==> src/rtl/vga_fb_pkg.sv <==
// Shared defaults and the grant encoding for the framebuffer arbiter.
//   DEF_DATA_W   : default pixel / memory word width
//   DEF_ADDR_W   : default memory address width
//   DEF_FB_WORDS : default framebuffer length in words
//   gnt_e        : memory-cycle grant (none, scanout read, MCU write)
package vga_fb_pkg;

    localparam int unsigned DEF_DATA_W   = 16;
    localparam int unsigned DEF_ADDR_W   = 14;
    localparam int unsigned DEF_FB_WORDS = 16384;

    typedef enum logic [1:0] {
        GNT_NONE = 2'd0,
        GNT_RD   = 2'd1,
        GNT_WR   = 2'd2
    } gnt_e;

endpackage

==> src/rtl/vga_fb_arbiter_if.sv <==
// MCU write channel plus single-port RAM channel of the framebuffer arbiter.
//   wr_valid/wr_ready/wr_addr/wr_data : MCU write request and acceptance
//   mem_en/mem_we/mem_addr/mem_wdata  : RAM access for this cycle
//   mem_rdata                         : RAM read data, one cycle after a read
// slave  : arbiter side (consumes writes, drives the RAM)
// master : environment side (FSMC bridge and RAM)
interface vga_fb_arbiter_if
    import vga_fb_pkg::*;
#(
    parameter int unsigned DATA_W = DEF_DATA_W,
    parameter int unsigned ADDR_W = DEF_ADDR_W
) ();

    logic              wr_valid;
    logic              wr_ready;
    logic [ADDR_W-1:0] wr_addr;
    logic [DATA_W-1:0] wr_data;

    logic              mem_en;
    logic              mem_we;
    logic [ADDR_W-1:0] mem_addr;
    logic [DATA_W-1:0] mem_wdata;
    logic [DATA_W-1:0] mem_rdata;

    modport slave (
        input  wr_valid, wr_addr, wr_data, mem_rdata,
        output wr_ready, mem_en, mem_we, mem_addr, mem_wdata
    );

    modport master (
        output wr_valid, wr_addr, wr_data, mem_rdata,
        input  wr_ready, mem_en, mem_we, mem_addr, mem_wdata
    );

endinterface

==> src/rtl/fb_prefetch_fifo.sv <==
// Synchronous pixel prefetch FIFO with flush.
//   clk, rst_n : clock, synchronous active-low reset
//   push       : write push_data this edge (ignored when full without a pop)
//   push_data  : word to enqueue
//   pop        : drop the head word this edge (ignored when empty)
//   flush      : empty the FIFO; wins over push and pop
//   count      : current occupancy, 0..FIFO_DEPTH
//   head       : word at the head (stale when empty)
module fb_prefetch_fifo #(
    parameter int unsigned DATA_W     = 16,
    parameter int unsigned FIFO_DEPTH = 8
) (
    input  logic                                clk,
    input  logic                                rst_n,
    input  logic                                push,
    input  logic [DATA_W-1:0]                   push_data,
    input  logic                                pop,
    input  logic                                flush,
    output logic [$clog2(FIFO_DEPTH):0]         count,
    output logic [DATA_W-1:0]                   head
);

    localparam int unsigned PTR_W = $clog2(FIFO_DEPTH);
    localparam int unsigned CNT_W = PTR_W + 1;
    localparam logic [CNT_W-1:0] DEPTH_CNT = CNT_W'(FIFO_DEPTH);

    logic [DATA_W-1:0] mem_q [FIFO_DEPTH];
    logic [DATA_W-1:0] mem_d [FIFO_DEPTH];
    logic [PTR_W-1:0]  wr_ptr_q, wr_ptr_d;
    logic [PTR_W-1:0]  rd_ptr_q, rd_ptr_d;
    logic [CNT_W-1:0]  count_q, count_d;
    logic              do_push;
    logic              do_pop;

    // Pointer/occupancy update; power-of-2 depth lets pointers wrap naturally.
    always_comb begin
        mem_d    = mem_q;
        wr_ptr_d = wr_ptr_q;
        rd_ptr_d = rd_ptr_q;
        count_d  = count_q;
        do_pop   = pop && (count_q != '0);
        do_push  = push && ((count_q != DEPTH_CNT) || do_pop);
        if (flush) begin
            wr_ptr_d = '0;
            rd_ptr_d = '0;
            count_d  = '0;
        end else begin
            if (do_push) begin
                mem_d[wr_ptr_q] = push_data;
                wr_ptr_d        = wr_ptr_q + PTR_W'(1);
            end
            if (do_pop) begin
                rd_ptr_d = rd_ptr_q + PTR_W'(1);
            end
            count_d = count_q + CNT_W'(do_push) - CNT_W'(do_pop);
        end
    end

    always_ff @(posedge clk) begin
        if (!rst_n) begin
            wr_ptr_q <= '0;
            rd_ptr_q <= '0;
            count_q  <= '0;
        end else begin
            // The arbiter's inflight accounting must never push into a full FIFO.
            if (push && !flush && !do_pop) begin
                assert (count_q != DEPTH_CNT);
            end
            wr_ptr_q <= wr_ptr_d;
            rd_ptr_q <= rd_ptr_d;
            count_q  <= count_d;
        end
    end

    // Storage needs no reset; occupancy alone defines what is valid.
    always_ff @(posedge clk) begin
        mem_q <= mem_d;
    end

    assign count = count_q;
    assign head  = mem_q[rd_ptr_q];

endmodule

==> src/rtl/vga_fb_arbiter.sv <==
// Shares one single-port framebuffer RAM between VGA scanout prefetch and
// MCU writes, keeping the pixel prefetch FIFO topped up.
//   clk, rst_n  : clock, synchronous active-low reset
//   frame_start : flush FIFO, restart fetch at 0, clear underrun
//   pix_req     : pop one pixel; pix_data valid the next cycle
//   pix_data    : registered pixel (0 on an empty pop or frame start)
//   underrun    : sticky, set by a pop on an empty FIFO
//   bus         : MCU write channel and RAM channel (slave side)
module vga_fb_arbiter
    import vga_fb_pkg::*;
#(
    parameter int unsigned DATA_W     = DEF_DATA_W,
    parameter int unsigned ADDR_W     = DEF_ADDR_W,
    parameter int unsigned FB_WORDS   = DEF_FB_WORDS,
    parameter int unsigned FIFO_DEPTH = 8,
    parameter int unsigned LOW_WM     = 4
) (
    input  logic                 clk,
    input  logic                 rst_n,
    input  logic                 frame_start,
    input  logic                 pix_req,
    output logic [DATA_W-1:0]    pix_data,
    output logic                 underrun,
    vga_fb_arbiter_if.slave      bus
);

    localparam int unsigned CNT_W = $clog2(FIFO_DEPTH) + 1;
    localparam int unsigned SUM_W = CNT_W + 1;
    localparam logic [ADDR_W-1:0] LAST_ADDR = ADDR_W'(FB_WORDS - 1);

    logic [CNT_W-1:0]  occ;
    logic [DATA_W-1:0] head;
    logic              fifo_empty;
    logic              fifo_push;
    logic              fifo_pop;

    logic              rd_cand;
    logic              wr_cand;
    logic              below_wm;
    gnt_e              gnt;

    logic [ADDR_W-1:0] fetch_q, fetch_d;
    logic              inflight_q, inflight_d;
    logic              last_wr_q, last_wr_d;
    logic [DATA_W-1:0] pix_data_q, pix_data_d;
    logic              underrun_q, underrun_d;

    fb_prefetch_fifo #(
        .DATA_W     (DATA_W),
        .FIFO_DEPTH (FIFO_DEPTH)
    ) u_fifo (
        .clk       (clk),
        .rst_n     (rst_n),
        .push      (fifo_push),
        .push_data (bus.mem_rdata),
        .pop       (fifo_pop),
        .flush     (frame_start),
        .count     (occ),
        .head      (head)
    );

    assign fifo_empty = (occ == '0);
    // A read returning during frame_start belongs to the old frame: drop it.
    assign fifo_push  = inflight_q && !frame_start;
    assign fifo_pop   = pix_req && !frame_start;

    // Grant: counting the in-flight read reserves its FIFO slot up front.
    always_comb begin
        rd_cand  = (SUM_W'(occ) + SUM_W'(inflight_q)) < SUM_W'(FIFO_DEPTH);
        wr_cand  = bus.wr_valid;
        below_wm = occ < CNT_W'(LOW_WM);
        gnt      = GNT_NONE;
        if (rst_n && !frame_start) begin
            if (rd_cand && wr_cand) begin
                gnt = (below_wm || last_wr_q) ? GNT_RD : GNT_WR;
            end else if (rd_cand) begin
                gnt = GNT_RD;
            end else if (wr_cand) begin
                gnt = GNT_WR;
            end
        end
    end

    // RAM channel; address/data are don't-care while mem_en is low.
    assign bus.mem_en    = (gnt != GNT_NONE);
    assign bus.mem_we    = (gnt == GNT_WR);
    assign bus.wr_ready  = (gnt == GNT_WR);
    assign bus.mem_addr  = (gnt == GNT_WR) ? bus.wr_addr : fetch_q;
    assign bus.mem_wdata = bus.wr_data;

    // Next-state for fetch counter, inflight flag, round-robin and pixel path.
    always_comb begin
        fetch_d    = fetch_q;
        inflight_d = (gnt == GNT_RD);
        last_wr_d  = last_wr_q;
        pix_data_d = pix_data_q;
        underrun_d = underrun_q;

        if (gnt == GNT_RD) begin
            last_wr_d = 1'b0;
        end else if (gnt == GNT_WR) begin
            last_wr_d = 1'b1;
        end

        if (frame_start) begin
            fetch_d    = '0;
            pix_data_d = '0;
            underrun_d = 1'b0;
        end else begin
            if (gnt == GNT_RD) begin
                fetch_d = (fetch_q == LAST_ADDR) ? '0 : fetch_q + ADDR_W'(1);
            end
            if (pix_req) begin
                pix_data_d = fifo_empty ? '0 : head;
                underrun_d = underrun_q || fifo_empty;
            end
        end
    end

    // last_wr resets high so the first contested cycle goes to the read.
    always_ff @(posedge clk) begin
        if (!rst_n) begin
            fetch_q    <= '0;
            inflight_q <= 1'b0;
            last_wr_q  <= 1'b1;
            pix_data_q <= '0;
            underrun_q <= 1'b0;
        end else begin
            fetch_q    <= fetch_d;
            inflight_q <= inflight_d;
            last_wr_q  <= last_wr_d;
            pix_data_q <= pix_data_d;
            underrun_q <= underrun_d;
        end
    end

    assign pix_data = pix_data_q;
    assign underrun = underrun_q;

endmodule

==> src/flat_wrapper.sv <==
// flat-port wrapper written by rule: the top's interface ports become plain ports
module vga_fb_arbiter_flat import vga_fb_pkg::*;
#(
    parameter int unsigned DATA_W     = DEF_DATA_W,
    parameter int unsigned ADDR_W     = DEF_ADDR_W,
    parameter int unsigned FB_WORDS   = DEF_FB_WORDS,
    parameter int unsigned FIFO_DEPTH = 8,
    parameter int unsigned LOW_WM     = 4
)
  (clk, rst_n, frame_start, pix_req, pix_data, underrun, bus_wr_valid, bus_wr_addr, bus_wr_data, bus_mem_rdata, bus_wr_ready, bus_mem_en, bus_mem_we, bus_mem_addr, bus_mem_wdata);
  vga_fb_arbiter_if #(.DATA_W(DATA_W), .ADDR_W(ADDR_W)) bus_i ();
  input  logic clk;
  input  logic rst_n;
  input  logic frame_start;
  input  logic pix_req;
  output logic [DATA_W-1:0] pix_data;
  output logic underrun;
  input wire logic [$bits(bus_i.wr_valid)-1:0] bus_wr_valid;
  input wire logic [$bits(bus_i.wr_addr)-1:0] bus_wr_addr;
  input wire logic [$bits(bus_i.wr_data)-1:0] bus_wr_data;
  input wire logic [$bits(bus_i.mem_rdata)-1:0] bus_mem_rdata;
  output wire logic [$bits(bus_i.wr_ready)-1:0] bus_wr_ready;
  output wire logic [$bits(bus_i.mem_en)-1:0] bus_mem_en;
  output wire logic [$bits(bus_i.mem_we)-1:0] bus_mem_we;
  output wire logic [$bits(bus_i.mem_addr)-1:0] bus_mem_addr;
  output wire logic [$bits(bus_i.mem_wdata)-1:0] bus_mem_wdata;
  assign bus_i.wr_valid = bus_wr_valid;
  assign bus_i.wr_addr = bus_wr_addr;
  assign bus_i.wr_data = bus_wr_data;
  assign bus_i.mem_rdata = bus_mem_rdata;
  assign bus_wr_ready = bus_i.wr_ready;
  assign bus_mem_en = bus_i.mem_en;
  assign bus_mem_we = bus_i.mem_we;
  assign bus_mem_addr = bus_i.mem_addr;
  assign bus_mem_wdata = bus_i.mem_wdata;
  vga_fb_arbiter #(.DATA_W(DATA_W), .ADDR_W(ADDR_W), .FB_WORDS(FB_WORDS), .FIFO_DEPTH(FIFO_DEPTH), .LOW_WM(LOW_WM)) u_core (.clk(clk), .rst_n(rst_n), .frame_start(frame_start), .pix_req(pix_req), .pix_data(pix_data), .underrun(underrun), .bus(bus_i));
endmodule
==> config.mk <==
export PLATFORM = sky130hd
export DESIGN_NAME = vga_fb_arbiter_flat
export DESIGN_NICKNAME = d
export VERILOG_FILES = /design/src/rtl/vga_fb_pkg.sv /design/src/rtl/vga_fb_arbiter_if.sv /design/src/rtl/fb_prefetch_fifo.sv /design/src/rtl/vga_fb_arbiter.sv /design/src/flat_wrapper.sv
export SDC_FILE = /design/constraint.sdc
export NUM_CORES = 1
export LEC_CHECK = 0
export CORE_MARGIN = 2
export CORE_UTILIZATION = 40
export DETAILED_ROUTE_END_ITERATION = 7
export GPL_ROUTABILITY_DRIVEN = 0
export PLACE_DENSITY = 0.71
export SLEW_MARGIN = 30
export SYNTH_ARGS = -nofsm -noshare
export SYNTH_HDL_FRONTEND = slang
export SYNTH_SLANG_ARGS = --single-unit
==> constraint.sdc <==
create_clock -name clk -period 4.6 [get_ports clk]
set_input_delay 0.92 -clock clk [delete_from_list [all_inputs] [get_ports clk]]
set_output_delay 0.92 -clock clk [all_outputs]
set_load 0.02 [all_outputs]
Yosys cells after proc, flatten, opt, wreduce, memory -nomap -nowiden
Cells that the tools add are included.
Widths: inputs -> output; s select.
{ "totals": {"ff_bits": 171, "in_bits": 51, "output_inout_bits": 50, "elab_cells": 68} }
{ "classes": {"add_sub_neg": 6, "order_cmp": 5, "n_eq_ne": 4, "muxes": 16, "n_bitwise": 4, "n_reduce_logical": 17} }
{ "ops": {"columns": ["cell", "count"], "rows": [
  ["$bwmux 128", 1],
  ["$mux 16", 4],
  ["$bmux 16 s3", 1],
  ["$demux 16 s3", 1],
  ["$mux 14", 2],
  ["$add 14x1->14 const B", 1],
  ["$eq 14x14->1 const B", 1],
  ["$mux 2", 5],
  ["$ge 4x4->1 const B", 2],
  ["$not 3->4", 2],
  ["$logic_and 1x1->1", 7],
  ["$add 3x1->3 const B", 2],
  ["$add 4x1->5", 1],
  ["$lt 5x4->1 const B", 1],
  ["$add 4x1->4", 1],
  ["$logic_not 4->1", 1],
  ["$lt 4x1->1 const B", 1],
  ["$lt 4x3->1 const B", 1],
  ["$ne 4x4->1 const B", 1],
  ["$reduce_bool 2->1", 2],
  ["$reduce_bool 4->1", 1],
  ["$sub 4x1->4", 1],
  ["$logic_or 1x1->1", 3],
  ["$eq 2x1->1 const B", 1],
  ["6 further kinds", 8]
]} }

Longest topological paths before layout
Gate-level depths: netlist of run 1.
{ "depth": {"ltp_word": 8, "depth_mapped": 11, "ltp_nobuf": 11} }

By module
Synthesis of run 1 repeated with hierarchy kept, for this count alone.
{ "unflattened": {"cells_unflattened": 453, "area_unflattened_um2": 7309.5} }
{ "by_module_without_submodules": {"columns": ["mod", "n_inst", "cells_per_inst", "area_each_um2", "seq_area_each_um2"], "rows": [
  ["fb_prefetch_fifo", 1, 263, 5592.9, 4043.9],
  ["vga_fb_arbiter", 1, 190, 1716.6, 660.6]
]} }

Least setup slack after synthesis of run 1
Ideal clock, no wire load.
{ "synth_path": {"path_type": "input -> output", "from": "in frame_start", "to": "out bus_mem_addr[10]", "arrival_ns": 2.518, "required_ns": 3.680, "setup_slack_ns": 1.162, "path_stages": 6, "n_path_buf": 2, "cell_sequence": "nand2b_1 > buf_2 > a211o_1 > ha_1 > clkbuf_1 > mux2_2"} }
{ "synth_between": {"elab_chain_len": 5} }
{ "synth_rtl": {"columns": ["item", "line", "source"], "rows": [
  ["from (decl)", "flat_wrapper.sv:14", "input logic frame_start;"],
  ["$logic_not 1->1", "vga_fb_arbiter.sv:73", "if (rst_n && !frame_start) begin"],
  ["$logic_and 1x1->1", "vga_fb_arbiter.sv:73", null],
  ["$mux 2", "vga_fb_arbiter.sv:73", null],
  ["$eq 2x2->1", null, null],
  ["named net bus_mem_we", "flat_wrapper.sv:24", "output wire logic [$bits(bus_i.mem_we)-1:0] bus_mem_we;"],
  ["$mux 14", "vga_fb_arbiter.sv:88", "assign bus.mem_addr = (gnt == GNT_WR) ? bus.wr_addr : fetch_q;"],
  ["to (decl)", "flat_wrapper.sv:25", "output wire logic [$bits(bus_i.mem_addr)-1:0] bus_mem_addr;"]
]} }
The timed path passes the listed nets, and every way through them passes these cells.

Worst setup path in the final report of run 1
{ "layout_path": {"from": "reg u_core.u_fifo.count_q[1], in the netlist u_core.u_fifo.count[1]", "to": "out bus_mem_addr[5]"} }
{ "layout_between": {"elab_chain_len": 7, "word_cells_on_any_way": 11, "cone_classes": "add/sub: 1; order compare: 2; eq/ne: 1; mux: 5; reduce/logical: 2"} }
{ "layout_rtl": {"columns": ["item", "line", "source"], "rows": [
  ["from (decl)", "fb_prefetch_fifo.sv:31", "logic [CNT_W-1:0] count_q, count_d;"],
  ["from (signal assigned)", "fb_prefetch_fifo.sv:71", "count_q <= count_d;"],
  ["$add 4x1->5 or $lt 4x3->1 (tied branches)", "vga_fb_arbiter.sv:69, vga_fb_arbiter.sv:71", null],
  ["$lt 5x4->1 or $logic_or 1x1->1 (tied branches)", "vga_fb_arbiter.sv:69, vga_fb_arbiter.sv:75", null],
  ["$mux 2 (tied with other cells)", "vga_fb_arbiter.sv:76", "end else if (rd_cand) begin"],
  ["$mux 2 (*)", "vga_fb_arbiter.sv:74", "if (rd_cand && wr_cand) begin"],
  ["$mux 2 (*)", "vga_fb_arbiter.sv:73", null],
  ["$eq 2x2->1 (*)", "vga_fb_arbiter.sv:88", null],
  ["$mux 14 (*)", "vga_fb_arbiter.sv:88", null]
]} }
Mark *: on every way between the ends. The rest lies on a longest branch, timed or not.

==> flow_metrics.py, run 1 <==
metrics = {
    "die": {
        "fp.dieH_um": 137,
        "rows": 48,
        "fp.coreArea_um2": 17300,
        "start_util_pct": 41.0,
        "fp.dieW_um": 137,
        "io_pins": 101,
        "dieArea_um2": 18800,
    },
    "drt": {
        "via_per_inst": 5.17,
        "drt_wl_total_mm": 13.7,
        "first_pass_iters": 4,
        "vias": 3886,
        "post_drt_wl_per_cell_um": 18.2,
        "drt_iter0_drc": 170,
        "drc": 0,
        "ant_nets": 0,
    },
    "global_route": {
        "grt_pass1_vias": 4074,
        "grt_pass1_wl_mm": 21.8,
        "grt_max_degree": 35,
        "antenna_found_initial": 0,
        "grt_overflow": 0,
        "track_usage_pct": 15.7,
    },
    "logic_synthesis": {
        "yosysSeqAreaShare_pct": 66.4,
        "ys_types": 48,
        "netlist_top_cells_count": "128 x edfxtp_1, 45 x nand2_1, 43 x dfxtp_1",
        "post-synth-top-count-cell": "edfxtp_1",
        "synth_nets": 510,
        "syn_avg_cell_area_um2": 16.0,
        "synth_warnings": 0,
        "synthTopCellsByArea": "edfxtp_1 54%, dfxtp_1 12%, mux4_2 10%, ha_1 2.6%, nand2_1 2.4%",
        "synth.cell_area_um2": 7090,
        "yosys_most_used_dff": "edfxtp_1",
        "syn_inst": 443,
        "ys_ff_latch": 171,
        "async_reset_ff_share_pct": 0,
        "synth_top_area_share_pct": 54.2,
        "synth_edf_count": 128,
        "synth_largest_area_cell": "edfxtp_1",
    },
    "clocking": {
        "cts_sinks": 171,
        "path_clk_slew_ns": 0.07,
        "clk_latency_ns": 0.42,
        "hold_buffers": 0,
        "post_cts_buffers": 0,
        "cts_buffers": 17,
        "clk_path_buf_depth": 2,
        "tritoncts": "built",
        "h-tree-depth": 4,
        "cts_root_buffer": "clkbuf_16",
        "ctsResizeCount": 0,
    },
    "power": {
        "total_power_mw": 3.28,
        "max-vdd-ir-drop_uv": 250,
        "p_per_area_nw_per_um2": 382,
        "power_leakage_nw": 2.91,
    },
    "finish": {
        "area_growth_pct": 21.3,
        "fillCellCount": 1407,
        "insertedDiodeCount": 0,
        "regArea_um2": 4710,
        "drive_above_1_share_pct": 21.9,
        "fin_nets": 580,
        "final_area_um2": 8590,
        "multiInputGateArea_um2": 2130,
    },
    "sta": {
        "hold_violations": 0,
        "fin_ws_ns": 0.301,
        "worst_pin_slew_ns": 0.953,
        "fin_setup_tns_ns": 0,
        "clock_skew_ns": 0.00959,
        "fin_crit_ns": 4.30,
        "rsz0062_at_grt": "no",
        "max_freq_mhz": 233,
        "maxSlewViolCount": 0,
        "finalCritPeriodShare_pct": 93.5,
        "max-slew-margin-rel_pct": 36.4,
        "setup_viol_count_final": 0,
    },
    "critical_path": {
        "crit_chain": "ha_1 > a21oi_1 > o21a_1 > a31oi_1 > o211a_1 > ha_1 > mux2_2 > clkdlybuf4s50_1",
        "crit_path_top_delay_cell": "clkdlybuf4s50_1",
        "crit_type": "reg -> out",
        "critical_path_arrival_ns": 3.38,
        "end_kind": "output pin",
        "critPathMostFrequentCell": "ha_1",
        "worstPathMaxFanout": 12,
        "crit_path_start_kind": "flop",
        "cp.required_ns": 3.68,
        "slowest_delay_ns": 0.54,
        "r2r_cells": 10,
    },
    "worst_hold_path": {
        "hp-class": "reg -> reg",
        "whs_path_depth": 2,
    },
    "outcome": {
        "status": "completed",
    },
    "place": {
        "dpl_cell_area_um2": 7960,
        "pre_cts_slack_ns": 0.380,
        "port_buffers": 68,
        "place_hpwl_mm": 8.68,
    },
    "job": {
        "maxCapViolCount": 0,
    },
}
area by class of cell:
cell class	instances	share of cell area, %
Inverter	7	0.306
Multi-Input combinational cell	230	24.8
Clock buffer	18	4.99
Clock inverter	14	2.39
Sequential cell	171	54.8
Tap cell	225	3.28
Timing Repair Buffer	86	9.49
cell usage in the layout (no fill, tap or decap), drive strengths merged, types with 2 or more instances in the layout:
| cell | count |
|---|---|
| edfxtp | 128 |
| clkdlybuf4s50 | 68 |
| nand2 | 45 |
| dfxtp | 43 |
| mux4 | 32 |
| nor2 | 29 |
| buf | 18 |
| clkbuf | 18 |
| a22oi | 16 |
| ha | 15 |
| mux2 | 14 |
| xor2 | 13 |
| inv | 13 |
| a21oi | 8 |
| nand2b | 7 |
| nand4 | 7 |
| and4 | 5 |
| nand3 | 5 |
| bufinv | 4 |
| clkinv | 4 |
| xnor2 | 3 |
| and2 | 3 |
| nor3b | 2 |
| nor3 | 2 |
| mux2i | 2 |
| o211ai | 2 |
| and3 | 2 |
| nand3b | 2 |
| a211oi | 2 |
| o21ai | 2 |
critical path, delay by kind of cell (launching register included):
| family | cells | cell delay, ns |
|---|---|---|
| multiplexers | 1 | 0.40 |
| buffers and inverters | 1 | 0.54 |
| AO/OA/AOI/OAI | 4 | 0.78 |
| adder cells (fa/ha/maj) | 2 | 0.72 |
| flip-flops | 1 | 0.52 |
cells by family (layout without fill, tap and decap cells):
group                    Yosys count  count (layout)  synth area share, %
AO/OA/AOI/OAI                     36              36                 4.31
XOR/XNOR                          16              16                 1.98
adder cells (fa/ha/maj)           16              16                 2.93
buffers and inverters             42             125                 3.72
flip-flops                       171             171                 66.4
multiplexers                      48              48                 12.7
AND/OR/NAND/NOR                  114             114                 8.01
flip-flops by register name, indices dropped and copies added, names as in the netlist:
register	count
u_core.u_fifo.wr_ptr_q	3
u_core.last_wr_q	1
u_core.u_fifo.count	4
u_core.fetch_q	14
u_core.u_fifo.mem_q	128
u_core.underrun	1
u_core.inflight_q	1
u_core.u_fifo.rd_ptr_q	3
u_core.pix_data	16
path summary, 6_finish.rpt:
path                                           from                                to  slack (ns)
setup / recovery  u_core.u_fifo.count[1]$_SDFF_PP0_                   bus_mem_addr[5]        0.30
hold / removal     u_core.pix_data[12]$_SDFFE_PP0P_  u_core.pix_data[12]$_SDFFE_PP0P_        0.44
setup reg to reg  u_core.u_fifo.count[1]$_SDFF_PP0_    u_core.fetch_q[8]$_SDFFE_PP0P_        1.89
hold reg to reg    u_core.pix_data[12]$_SDFFE_PP0P_  u_core.pix_data[12]$_SDFFE_PP0P_        0.44
power by group:
group	leakage, nW	total [mW]	switching, mW	internal [mW]
sequential	1.50	1.67	0.00410	1.66
clock	0.313	1.52	0.599	0.923
combinational	1.10	0.0919	0.0452	0.0467
layer usage:
| layer | part of all wire (%) | vias up | global-route usage, % |
|---|---|---|---|
| met1 | 42 | 1966 | 19.7 |
| met5 | 0 | - | 0 |
| met4 | 0.78 | 0 | 5.21 |
| li1 | - | 1801 | - |
| met3 | 5.3 | 11 | 3.85 |
| met2 | 51 | 108 | 26.7 |
per-stage QoR:
stage / hold WS [ns] / std cells / utilization (%)
after floorplan: 0.455 / 443 / -
after global placement: 0.423 / 719 / 46.0
after detailed placement: 0.430 / 719 / 46.0
after CTS: 0.440 / 751 / 49.7
after global routing: 0.454 / 751 / 49.7
final: 0.439 / 751 / 49.7
Note: power is estimated with default switching activity, not from simulation.
==> run 2: changes to the inputs <==
--- a/config.mk
+++ b/config.mk
@@ -5,11 +5,12 @@
 export SDC_FILE = /design/constraint.sdc
 export NUM_CORES = 1
 export LEC_CHECK = 0
+export CAP_MARGIN = 20
 export CORE_MARGIN = 2
-export CORE_UTILIZATION = 40
+export CORE_UTILIZATION = 35
 export DETAILED_ROUTE_END_ITERATION = 7
 export GPL_ROUTABILITY_DRIVEN = 0
-export PLACE_DENSITY = 0.71
+export PLACE_DENSITY = 0.64
 export SLEW_MARGIN = 30
 export SYNTH_ARGS = -nofsm -noshare
 export SYNTH_HDL_FRONTEND = slang
==> run 2 against run 1 <==
Effect of this change:
- non-clock buffer count fell by 4
- via count fell by 0.64%
- routed wire length fell by 2.1%
- register-to-register slack got worse by 0.02 ns
- count of clock-buffer cells in the layout rose by 1
- core utilization fell by 7.0 points
- critical path depth did not move
- clock skew rose by 0.00054 ns
- first-iteration DRC count rose by 57%
- largest power group unchanged
- design area fell by 0.45%
==> flow_metrics.py, run 2 (same netlist as run 1, synthesis figures left out) <==
metrics = {
    "critical_path": {
        "critical_path_arrival_ns": 3.31,
        "crit_chain": "ha_1 > a21oi_1 > o21a_1 > a31oi_1 > o211a_1 > ha_1 > mux2_2 > clkdlybuf4s50_1",
        "slowest_delay_ns": 0.54,
        "ff2ff_setup_slack_ns": 1.87,
        "cp.required_ns": 3.68,
        "cp_num_buf_inv": 1,
        "worstPathMaxFanout": 12,
        "crit_type": "reg -> out",
        "crit_path_start_kind": "flop",
        "r2r_cells": 10,
        "crit_path_top_delay_cell": "clkdlybuf4s50_1",
        "end_kind": "output pin",
        "path_delay_family": "compound AO/OA/AOI/OAI gates",
        "timing.rr.start": "u_core.u_fifo.count[1]$_SDFF_PP0_",
        "critPathMostFrequentCell": "ha_1",
        "r2r_end": "u_core.fetch_q[4]$_SDFFE_PP0P_",
    },
    "drt": {
        "route.met2.wl_mm": 6.39,
        "wl_met1_mm": 5.95,
        "drt_iter0_drc": 267,
        "drc": 0,
        "post_drt_wl_per_cell_um": 16.9,
        "vias": 3861,
        "ant_nets": 0,
        "via_per_inst": 4.88,
        "topRoutingLayerUsed": "met4",
        "first_pass_iters": 4,
        "drt_wl_total_mm": 13.4,
        "wl_met3_um": 836,
    },
    "finish": {
        "final_cell_mix": "128 x edfxtp_1, 68 x clkdlybuf4s50_1, 45 x nand2_1",
        "drive_above_1_share_pct": 20.5,
        "fin_util_pct": 42.7,
        "area_growth_pct": 20.7,
        "fin_nets": 576,
        "finalNonFillerCells": 792,
        "insertedDiodeCount": 0,
        "regMostFlops": "u_core.u_fifo.mem_q",
        "final_area_um2": 8560,
        "largest_register_ffs": 128,
        "final_common_cell": "edfxtp_1",
    },
    "sta": {
        "rsz0062_at_grt": "no",
        "hold_violations": 0,
        "clock_skew_ns": 0.0101,
        "max_freq_mhz": 236,
        "finalCritPeriodShare_pct": 91.9,
        "fin_ws_ns": 0.371,
        "worst_pin_slew_ns": 0.955,
        "fin_setup_tns_ns": 0,
        "max-slew-margin-rel_pct": 36.2,
        "fin_crit_ns": 4.23,
        "setup_viol_count_final": 0,
        "maxSlewViolCount": 0,
    },
    "place": {
        "pre_cts_slack_ns": 0.452,
        "dp_cells": 760,
        "dpl_cell_area_um2": 7990,
        "place_hpwl_mm": 8.14,
        "port_buffers": 68,
    },
    "clocking": {
        "post_cts_buffers": 0,
        "cts_root_buffer": "clkbuf_16",
        "clk_path_buf_depth": 2,
        "h-tree-depth": 4,
        "cts_buffers": 17,
        "hold_buffers": 0,
        "tritoncts": "built",
        "cts_sinks": 171,
        "path_clk_slew_ns": 0.06,
        "ctsResizeCount": 0,
        "clk_latency_ns": 0.42,
    },
    "die": {
        "fp.dieW_um": 146,
        "rows": 52,
        "fp.coreArea_um2": 20000,
        "io_pins": 101,
        "start_util_pct": 35.4,
        "dieArea_um2": 21400,
        "fp.dieH_um": 146,
    },
    "power": {
        "max-vdd-ir-drop_uv": 194,
        "power_leakage_nw": 2.85,
        "p_per_area_nw_per_um2": 364,
    },
    "global_route": {
        "grt_pass1_wl_mm": 21.6,
        "grt_pass1_vias": 3919,
        "antenna_found_initial": 0,
        "track_usage_pct": 13.3,
        "grt_max_degree": 35,
        "grt_overflow": 0,
    },
    "job": {
        "maxCapViolCount": 0,
    },
    "outcome": {
        "status": "completed",
    },
    "worst_hold_path": {
        "holdPathEnd": "u_core.pix_data[5]$_SDFFE_PP0P_",
        "hp-class": "reg -> reg",
        "whs_path_depth": 2,
        "min_from": "u_core.pix_data[5]$_SDFFE_PP0P_",
    },
}
run 2: changes by cell type in the layout (fill, tap and decap cells not counted), sizes merged:
cell and change:
clkinv +5, buf -4, inv -6, clkinvlp +2
clkbuf +1, bufinv -2
run 2: worst max-delay path by stage:
| stage | from | end | depth (start not counted) |
|---|---|---|---|
| final | u_core.u_fifo.count[1]$_SDFF_PP0_ | bus_mem_addr[5] | 8 |
| after floorplan | frame_start | bus_mem_addr[10] | 6 |
| after CTS | u_core.u_fifo.count[1]$_SDFF_PP0_ | bus_mem_addr[10] | 8 |
| after global routing | u_core.u_fifo.count[1]$_SDFF_PP0_ | bus_mem_addr[9] | 8 |
| after global placement | frame_start | bus_mem_addr[3] | 6 |
| after detailed placement | rst_n | bus_mem_addr[10] | 6 |
run 2: worst min-delay path, cell delays in order, from the launching register on:
cell and delay [ns]:
dfxtp_1 0.31, nand2_1 0.05, nand2_1 0.04
run 2: routing by layer:
layer  GRT usage [%]  vias up
met5               0        -
met4            5.00        0
met3            3.50       18
met2            21.2      134
met1            17.6     1913
li1                -     1796
run 2: layout make-up:
type                            instances  area [um2]
Timing Repair Buffer                   82         786
Fill cell                            1829       11500
Sequential cell                       171        4710
Multi-Input combinational cell        230        2130
Inverter                                7        26.3
Tap cell                              270         338
Clock inverter                         13         126
Clock buffer                           19         443
run 2: report_power, final:
| group | total (mW) | leakage (nW) | internal [mW] | switching (mW) |
|---|---|---|---|---|
| Clock | 1.36 | 0.273 | 0.805 | 0.553 |
| Combinational | 0.0912 | 1.08 | 0.0463 | 0.0449 |
| Sequential | 1.66 | 1.50 | 1.66 | 0.00324 |
| Total | 3.11 | 2.85 | 2.51 | 0.601 |
run 2: stage by stage:
stage	power [mW]	hold WS [ns]
2_1_floorplan	1.75	0.455
3_3_place_gp	1.79	0.422
3_5_place_dp	1.79	0.430
4_1_cts	3.15	0.438
5_1_grt	3.22	0.459
6_report	3.11	0.436
==> run 3: changes to the inputs <==
--- a/config.mk
+++ b/config.mk
@@ -10,7 +10,7 @@
 export CORE_UTILIZATION = 35
 export DETAILED_ROUTE_END_ITERATION = 7
 export GPL_ROUTABILITY_DRIVEN = 0
-export PLACE_DENSITY = 0.64
+export PLACE_DENSITY_LB_ADDON = 0.2
 export SLEW_MARGIN = 30
 export SYNTH_ARGS = -nofsm -noshare
 export SYNTH_HDL_FRONTEND = slang
==> run 3 against run 2 <==
Effect of this change:
- first-iteration DRC count decreased by 46%
- non-clock buffer count increased by 4
- global-route usage increased by 0.59 points
==> flow_metrics.py, run 3 (same netlist as run 1, synthesis figures left out) <==
metrics = {
    "critical_path": {
        "r2r_end": "u_core.fetch_q[11]$_SDFFE_PP0P_",
        "worstPathMaxFanout": 12,
        "r2r_cells": 10,
        "cp.required_ns": 3.68,
        "end_kind": "output pin",
        "critical_path_arrival_ns": 3.44,
        "critPathLaunch": "u_core.u_fifo.count[1]$_SDFF_PP0_",
        "timing.rr.start": "u_core.u_fifo.count[1]$_SDFF_PP0_",
        "crit_path_start_kind": "flop",
        "crit_type": "reg -> out",
        "ff2ff_setup_slack_ns": 1.89,
    },
    "power": {
        "power_leakage_nw": 2.88,
        "switchingPower_mw": 0.623,
        "max-vdd-ir-drop_uv": 241,
        "p_sw_share_pct": 19.5,
        "pwr-share-clk_pct": 45.1,
        "seq_power_share_pct": 52.1,
        "p_per_area_nw_per_um2": 371,
        "total_power_mw": 3.20,
        "internal-power_mw": 2.58,
        "combPwrFrac_pct": 2.9,
    },
    "die": {
        "fp.dieH_um": 146,
        "rows": 52,
        "start_util_pct": 35.4,
        "dieArea_um2": 21400,
        "io_pins": 101,
        "fp.dieW_um": 146,
        "fp.coreArea_um2": 20000,
    },
    "global_route": {
        "antenna_found_initial": 0,
        "track_usage_pct": 13.9,
        "grt_overflow": 0,
        "grt_pass1_wl_mm": 22.4,
        "grt_pass1_vias": 4118,
        "grt_max_degree": 35,
    },
    "sta": {
        "rsz0062_at_grt": "no",
        "worst_pin_slew_ns": 0.945,
        "fin_crit_ns": 4.36,
        "hold_slack_ns": 0.434,
        "finalCritPeriodShare_pct": 94.9,
        "max-slew-margin-rel_pct": 37.0,
        "max_freq_mhz": 229,
        "fin_ws_ns": 0.237,
        "clock_skew_ns": 0.00905,
        "setup_viol_count_final": 0,
        "fin_setup_tns_ns": 0,
        "hold_violations": 0,
        "maxSlewViolCount": 0,
    },
    "place": {
        "dp_cells": 764,
        "dpl_cell_area_um2": 8020,
        "place_hpwl_mm": 8.84,
        "pre_cts_slack_ns": 0.342,
        "port_buffers": 68,
    },
    "clocking": {
        "tritoncts": "built",
        "cts_root_buffer": "clkbuf_16",
        "cts_buffers": 17,
        "clk_path_buf_depth": 2,
        "hold_buffers": 0,
        "clk_latency_ns": 0.43,
        "cts_sinks": 171,
        "ctsResizeCount": 0,
        "post_cts_buffers": 0,
        "path_clk_slew_ns": 0.06,
        "h-tree-depth": 4,
    },
    "drt": {
        "drt_wl_total_mm": 14.0,
        "post_drt_wl_per_cell_um": 17.6,
        "vias": 3854,
        "ant_nets": 0,
        "drc": 0,
        "via_per_inst": 4.84,
        "first_pass_iters": 4,
        "drt_iter0_drc": 144,
    },
    "worst_hold_path": {
        "holdPathEnd": "u_core.pix_data[6]$_SDFFE_PP0P_",
        "hp-class": "reg -> reg",
        "min_from": "u_core.pix_data[6]$_SDFFE_PP0P_",
        "whs_path_depth": 2,
    },
    "outcome": {
        "status": "completed",
    },
    "finish": {
        "finalNonFillerCells": 796,
        "area_growth_pct": 21.6,
        "insertedDiodeCount": 0,
        "final_common_cell": "edfxtp_1",
        "largest_register_ffs": 128,
        "regMostFlops": "u_core.u_fifo.mem_q",
        "fin_util_pct": 43.0,
        "fin_nets": 580,
        "final_cell_mix": "128 x edfxtp_1, 68 x clkdlybuf4s50_1, 45 x nand2_1",
        "drive_above_1_share_pct": 21.1,
        "final_area_um2": 8620,
    },
    "job": {
        "maxCapViolCount": 0,
    },
}
[run 3: how the worst max path moves through the flow]
stage / cells past startpoint / endpoint / slack (ns)
finish: 8 / bus_mem_addr[12] / 0.24
detailed placement: 6 / bus_mem_addr[3] / 0.34
floorplan: 6 / bus_mem_addr[10] / 1.16
global placement: 6 / bus_mem_addr[6] / 0.46
CTS: 8 / bus_mem_addr[3] / 0.18
global route: 8 / bus_mem_addr[7] / 0.01
[run 3: power by group through the flow]
stage,registers [mW],clock network [mW],logic [mW]
after global routing,1.67,1.54,0.101
final,1.67,1.44,0.0922
after floorplan,1.70,0,0.0535
after global placement,1.70,0,0.0901
after CTS,1.67,1.48,0.0935
after detailed placement,1.70,0,0.0931
[run 3: final cells by class]
cell class | count | area, um2
inverters | 7 | 26.3
well taps | 270 | 338
clock buffers | 22 | 454
flip-flops and latches | 171 | 4710
repair buffers | 86 | 816
clock inverters | 10 | 143
multi-input cells | 230 | 2130
fillers | 1859 | 11400
[run 3: metal layers]
| metal | vias to the layer above | wire, um | track usage [%] |
|---|---|---|---|
| li1 | 1800 | - | - |
| met2 | 88 | 6940 | 23.5 |
| met5 | - | 0 | 0 |
| met1 | 1939 | 6200 | 17.1 |
| met3 | 27 | 615 | 3.78 |
| met4 | 0 | 272 | 5.44 |
[run 3: critical path, stage by stage, from the launching register on]
cell and delay (ns):
dfxtp_1 0.53, ha_1 0.23, a21oi_1 0.05, o21a_1 0.18, a31oi_1 0.30, o211a_1 0.25, ha_1 0.52, mux2_2 0.41
clkdlybuf4s50_1 0.54
